===== config.mk =====
export PLATFORM = sky130hd
export DESIGN_NAME = instr_fetch
export DESIGN_NICKNAME = d
export VERILOG_FILES = /design/src/rtl/instr_fetch.sv
export SDC_FILE = /design/constraint.sdc
export NUM_CORES = 1
export LEC_CHECK = 0
export CORE_AREA = 2 2 81 83
export DETAILED_ROUTE_END_ITERATION = 10
export DIE_AREA = 0 0 83 85
export DONT_BUFFER_PORTS = 1
export PLACE_DENSITY = 0.69
export RECOVER_POWER = 100
export SYNTH_ARGS = -nofsm -noshare
export SYNTH_HDL_FRONTEND = slang
export SYNTH_SLANG_ARGS = --single-unit

===== constraint.sdc =====
create_clock -name clock -period 3.3 [get_ports clock]
set_clock_uncertainty 0.1 [all_clocks]
set_input_delay 0.495 -clock clock [delete_from_list [all_inputs] [get_ports clock]]
set_output_delay 0.495 -clock clock [all_outputs]
set_load 0.05 [all_outputs]

===== src/rtl/instr_fetch.sv =====
// Instruction-fetch stage: PC, single-outstanding imem request, captured insn.
// Optional perf counters enabled by defining INSTR_FETCH_PERF_EN.
module instr_fetch #(
   parameter int              PC_W     = 12,
   parameter logic [PC_W-1:0] RESET_PC = '0
) (
   input  logic            clock,
   input  logic            reset,
   output logic            imem_req,
   output logic [PC_W-1:0] imem_addr,
   input  logic [31:0]     imem_data,
   input  logic            imem_valid,
   input  logic            stall,
   input  logic            redirect,
   input  logic [PC_W-1:0] redirect_pc,
   output logic [31:0]     insn,
   output logic            insn_valid,
   output logic [PC_W-1:0] insn_pc,
   output logic [PC_W-1:0] insn_pc_plus1,
   output logic [4:0]      opcode,
   output logic [4:0]      alu_op,
   output logic [31:0]     perf_fetched,
   output logic [31:0]     perf_stall_cycles
);

   localparam logic [1:0] S_START = 2'd0;
   localparam logic [1:0] S_FETCH = 2'd1;
   localparam logic [1:0] S_WAIT  = 2'd2;
   localparam logic [1:0] S_HOLD  = 2'd3;

   logic [1:0]      state_q, state_d;
   logic [PC_W-1:0] pc_q, pc_d;
   logic            kill_q, kill_d;
   logic [31:0]     insn_q, insn_d;
   logic [PC_W-1:0] insn_pc_q, insn_pc_d;

   always_comb begin
      state_d   = state_q;
      pc_d      = pc_q;
      kill_d    = kill_q;
      insn_d    = insn_q;
      insn_pc_d = insn_pc_q;
      unique case (state_q)
         S_START: begin
            if (redirect) pc_d = redirect_pc;
            state_d = S_FETCH;
         end
         S_FETCH: begin
            state_d = S_WAIT;
            if (redirect) begin
               pc_d   = redirect_pc;
               kill_d = 1'b1;
            end
         end
         S_WAIT: begin
            // A response racing a redirect is as stale as a killed one
            if (imem_valid) begin
               kill_d = 1'b0;
               if (redirect) begin
                  pc_d    = redirect_pc;
                  state_d = S_FETCH;
               end else if (kill_q) begin
                  state_d = S_FETCH;
               end else begin
                  insn_d    = imem_data;
                  insn_pc_d = pc_q;
                  pc_d      = pc_q + PC_W'(1);
                  state_d   = S_HOLD;
               end
            end else if (redirect) begin
               pc_d   = redirect_pc;
               kill_d = 1'b1;
            end
         end
         S_HOLD: begin
            if (redirect) begin
               pc_d    = redirect_pc;
               state_d = S_FETCH;
            end else if (!stall) begin
               state_d = S_FETCH;
            end
         end
         default: state_d = S_START;
      endcase
   end

   always_ff @(posedge clock or negedge reset) begin
      if (!reset) begin
         state_q   <= S_START;
         pc_q      <= RESET_PC;
         kill_q    <= 1'b0;
         insn_q    <= '0;
         insn_pc_q <= '0;
      end else begin
         state_q   <= state_d;
         pc_q      <= pc_d;
         kill_q    <= kill_d;
         insn_q    <= insn_d;
         insn_pc_q <= insn_pc_d;
      end
   end

   assign imem_req      = (state_q == S_FETCH);
   assign imem_addr     = pc_q;
   assign insn          = insn_q;
   assign insn_valid    = (state_q == S_HOLD);
   assign insn_pc       = insn_pc_q;
   assign insn_pc_plus1 = insn_pc_q + PC_W'(1);
   assign opcode        = insn_q[31:27];
   assign alu_op        = insn_q[6:2];

`ifdef INSTR_FETCH_PERF_EN
   logic [31:0] fetched_q, stalls_q;

   always_ff @(posedge clock or negedge reset) begin
      if (!reset) begin
         fetched_q <= '0;
         stalls_q  <= '0;
      end else if (state_q == S_HOLD) begin
         if (!stall && !redirect) fetched_q <= fetched_q + 32'd1;
         if (stall) stalls_q <= stalls_q + 32'd1;
      end
   end

   assign perf_fetched      = fetched_q;
   assign perf_stall_cycles = stalls_q;
`else
   assign perf_fetched      = '0;
   assign perf_stall_cycles = '0;
`endif

endmodule


==> metrics.md <==
| Metric | Value |
|---|---|
| Internal power | 1.63 mW |
| Router iterations before antenna repair | 4 |
| Setup crit start kind | flop |
| Final Critical Period | 2.91 ns |
| RSZ-0062 raised after global routing | false |
| Worst-Margin Slew | 1.47 ns |
| Mapped Cells | 297 |
| Die Ht | 85 µm |
| Hold EP | imem_addr[11]$_DFFE_PN0P_ |
| Yosys top cell by area | dfrtp_1 |
| CTS max path bufs | 2 |
| Worst Path Arrival | 2.31 ns |
| Cell Area, Synth | 3320 µm² |
| Vias in the first global route | 1832 |
| Post-synth top area share | 0.445 |
| Clock power share | 0.166 |
| Sw frac | 0.593 |
| Hold_sp | redirect |
| # IOs | 193 |
| Area growth syn-to-layout | -0.452% |
| Final hold vios | 0 |
| Worst slew margin | 0.0218 |
| Combinational cell fraction of total power | 0.247 |
| Sequential share of power | 0.586 |
| N_diodes | 0 |
| Hold Path Class | in -> reg |
| Post-DP HPWL | 4700 µm |
| Residual DRC count | 0 |
| Worst Path Required | 2.70 ns |
| Vias per Instance | 5.15 |
| Gp weighted congestion | 0.833 |
| Hold path cells | 1 |
| CTS Sinks | 59 |
| Endpoints failing setup | 0 |
| Setup TNS | 0 ns |
| Global-route congestion overflow total | 0 |
| Final cell count without fillers | 385 |
| Seq/Total Area, Yosys | 0.445 |
| Die X | 83 µm |
| Layout cell share with drive strength beyond 1 | 0.224 |
| FF-to-FF End | insn[31]$_DFFE_PN0P_ |
| Total Routed Length | 6420 µm |
| Core area | 6200 µm² |
| Fmax | 344 MHz |
| Area contributors post-synth | dfrtp_1 (44%), buf_4 (17%), mux2_2 (14%) |
| R2r startpoint | state_q[0]$_DFFE_PN0P_ |
| Via count | 1983 |
| NetSw | 2.37 mW |
| Post-synthesis register bit count | 59 |
| Max cap viols | 0 |
| Critical path type | reg -> out |
| Wire per inst | 16.7 µm |
| Initial antenna violation count | 0 |
| Clock Latency Late Sink | 0.34 ns |
| EDFF count, synth | 0 |
| Async SR Flop Fraction | 1.00 |
| Crit-path slowest cell | dfrtp_1 |
| Nets@finish | 359 |
| GRT Total Usage | 0.184 |
| Outcome | complete, no violations |
| Synth warn | 0 |
| Commonest cells in the netlist | buf_4 (74), dfrtp_1 (59), mux2_2 (42) |
| First-pass GRT wire length | 9940 µm |
| Placed Instances | 367 |
| TritonCTS clock tree | yes |
| Clk slew on worst S/H paths | 0.07 ns |
| CTS root buffer | clkbuf_8 |
| Total power | 4.00 mW |
| Full die area | 7060 µm² |
| Lkg Pwr | 1.63 nW |
| Crit-path cells | nand3_1 > nor2_1 > nand2_1 > xnor2_1 > clkbuf_1 |
| FP Rows | 29 |
| Power density over the cells | 1210 nW/µm² |
| Worst R2R Path Depth | 5 |
| Peak VDD IR | 0.586 mV |
| Synth unique cells | 38 |
| Post-CTS Setup Repair Bufs | 0 |
| PortBufs | 0 |
| Largest net degree at the start of global routing | 60 |
| Routed Antenna Nets | 0 |
| Final Cycle Share | 0.880 |
| Most common cell in the synthesized netlist | buf_4 |
| Critical Path Fanout Max | 5 |
| Synth Flop Type | dfrtp_1 |
| Critical Path End Type | output port |
| R2r setup slk | 0.72 ns |
| Initial Util | 0.535 |
| Post-Syn Area per Cell | 11.2 µm² |
| Slew Limit Fails | 0 |
| Total CTS buffers | 9 |
| H-tree lvl count | 3 |
| CP peak stage delay | 0.71 ns |
| Initial drt markers | 78 |
[per-stage QoR]
stage	hold slack (ns)	worst slack, ns	instance area, µm²	util
final	0.126	0.394	3310	0.533
after global routing	0.113	0.177	3310	0.533
after CTS	0.111	0.512	3400	0.548
after detailed placement	0.102	0.900	3160	0.509
after global placement	0.101	0.916	3160	0.509
after floorplan	0.0994	0.600	3560	-
[cells in the final DEF (no fill, tap or decap), types with 2 or more instances in the layout]
cell,count
nor2_1,8
xor2_1,4
o31ai_1,3
or4_1,4
o31a_1,2
nand4_1,4
a21oi_1,2
nand2_1,18
inv_1,10
clkinv_4,2
o211ai_1,2
nand3_1,11
a31oi_1,3
dfrtp_1,59
clkbuf_2,3
conb_1,64
xnor2_1,8
buf_4,3
clkbuf_8,9
mux2i_1,2
o21ai_0,6
a211oi_1,2
ha_1,7
clkinvlp_4,2
clkbuf_1,5
mux2_2,42
and3_1,5
[flip-flops by register name, indices dropped and copies added (netlist names)]
signal and cells:
imem_addr 12, insn_pc 12, insn 32, kill_q 1, state_q 2
[worst max path at each step]
| stage | start | to | slack, ns |
|---|---|---|---|
| after detailed placement | insn_pc[2]$_DFFE_PN0P_ | insn_pc_plus1[11] | 0.90 |
| after floorplan | insn_pc[4]$_DFFE_PN0P_ | insn_pc_plus1[11] | 0.60 |
| final | insn_pc[2]$_DFFE_PN0P_ | insn_pc_plus1[9] | 0.39 |
| after global placement | insn_pc[2]$_DFFE_PN0P_ | insn_pc_plus1[11] | 0.92 |
| after CTS | insn_pc[0]$_DFFE_PN0P_ | insn_pc_plus1[8] | 0.51 |
| after global routing | insn_pc[2]$_DFFE_PN0P_ | insn_pc_plus1[9] | 0.18 |
[final cells by class]
class | count | area [µm²]
Fill cell | 566 | 2900
Sequential cell | 59 | 1480
Clock inverter | 7 | 76.3
Tap cell | 77 | 96.3
Multi-Input combinational cell | 209 | 1410
Clock buffer | 9 | 124
Timing Repair Buffer | 13 | 86.3
Inverter | 11 | 41.3
[worst max-delay path, delay by kind of cell (launching register included)]
| family | cells | cell delay, ns |
|---|---|---|
| XOR/XNOR | 1 | 0.14 |
| AND/OR/NAND/NOR | 3 | 0.62 |
| flip-flops | 1 | 0.71 |
| buffers and inverters | 1 | 0.50 |
[routing by layer]
metal | wire, µm | part of all wire | up-vias | GRT usage
met5 | 0 | 0 | - | 0
met4 | 169 | 0.026 | 0 | 0.103
met3 | 532 | 0.083 | 15 | 0.0584
met2 | 3210 | 0.50 | 110 | 0.292
met1 | 2510 | 0.39 | 963 | 0.222
li1 | - | - | 895 | -
[logic make-up after synthesis]
kind of cell             Yosys count  synth area share
AND/OR/NAND/NOR                   57             0.104
flip-flops                        59             0.445
adder cells (fa/ha/maj)            7            0.0264
buffers and inverters             92             0.190
AO/OA/AOI/OAI                     25            0.0539
other                              1           0.00113
multiplexers                      44             0.148
XOR/XNOR                          12            0.0317
[power groups by stage]
stage,clock network [mW],registers (mW),logic (mW)
after detailed placement,0,2.38,1.02
after global placement,0,2.36,1.01
after global routing,0.720,2.40,1.06
after floorplan,0,2.09,1.20
after CTS,0.686,2.36,1.05
final,0.666,2.34,0.988
[repair_timing]
| action | in CTS | in global routing |
|---|---|---|
| hold buffers | 2 | 0 |
| gates resized for setup | 0 | 0 |
| endpoints found under the hold margin | 59 | 0 |
Power figures use the tool's default switching activity.
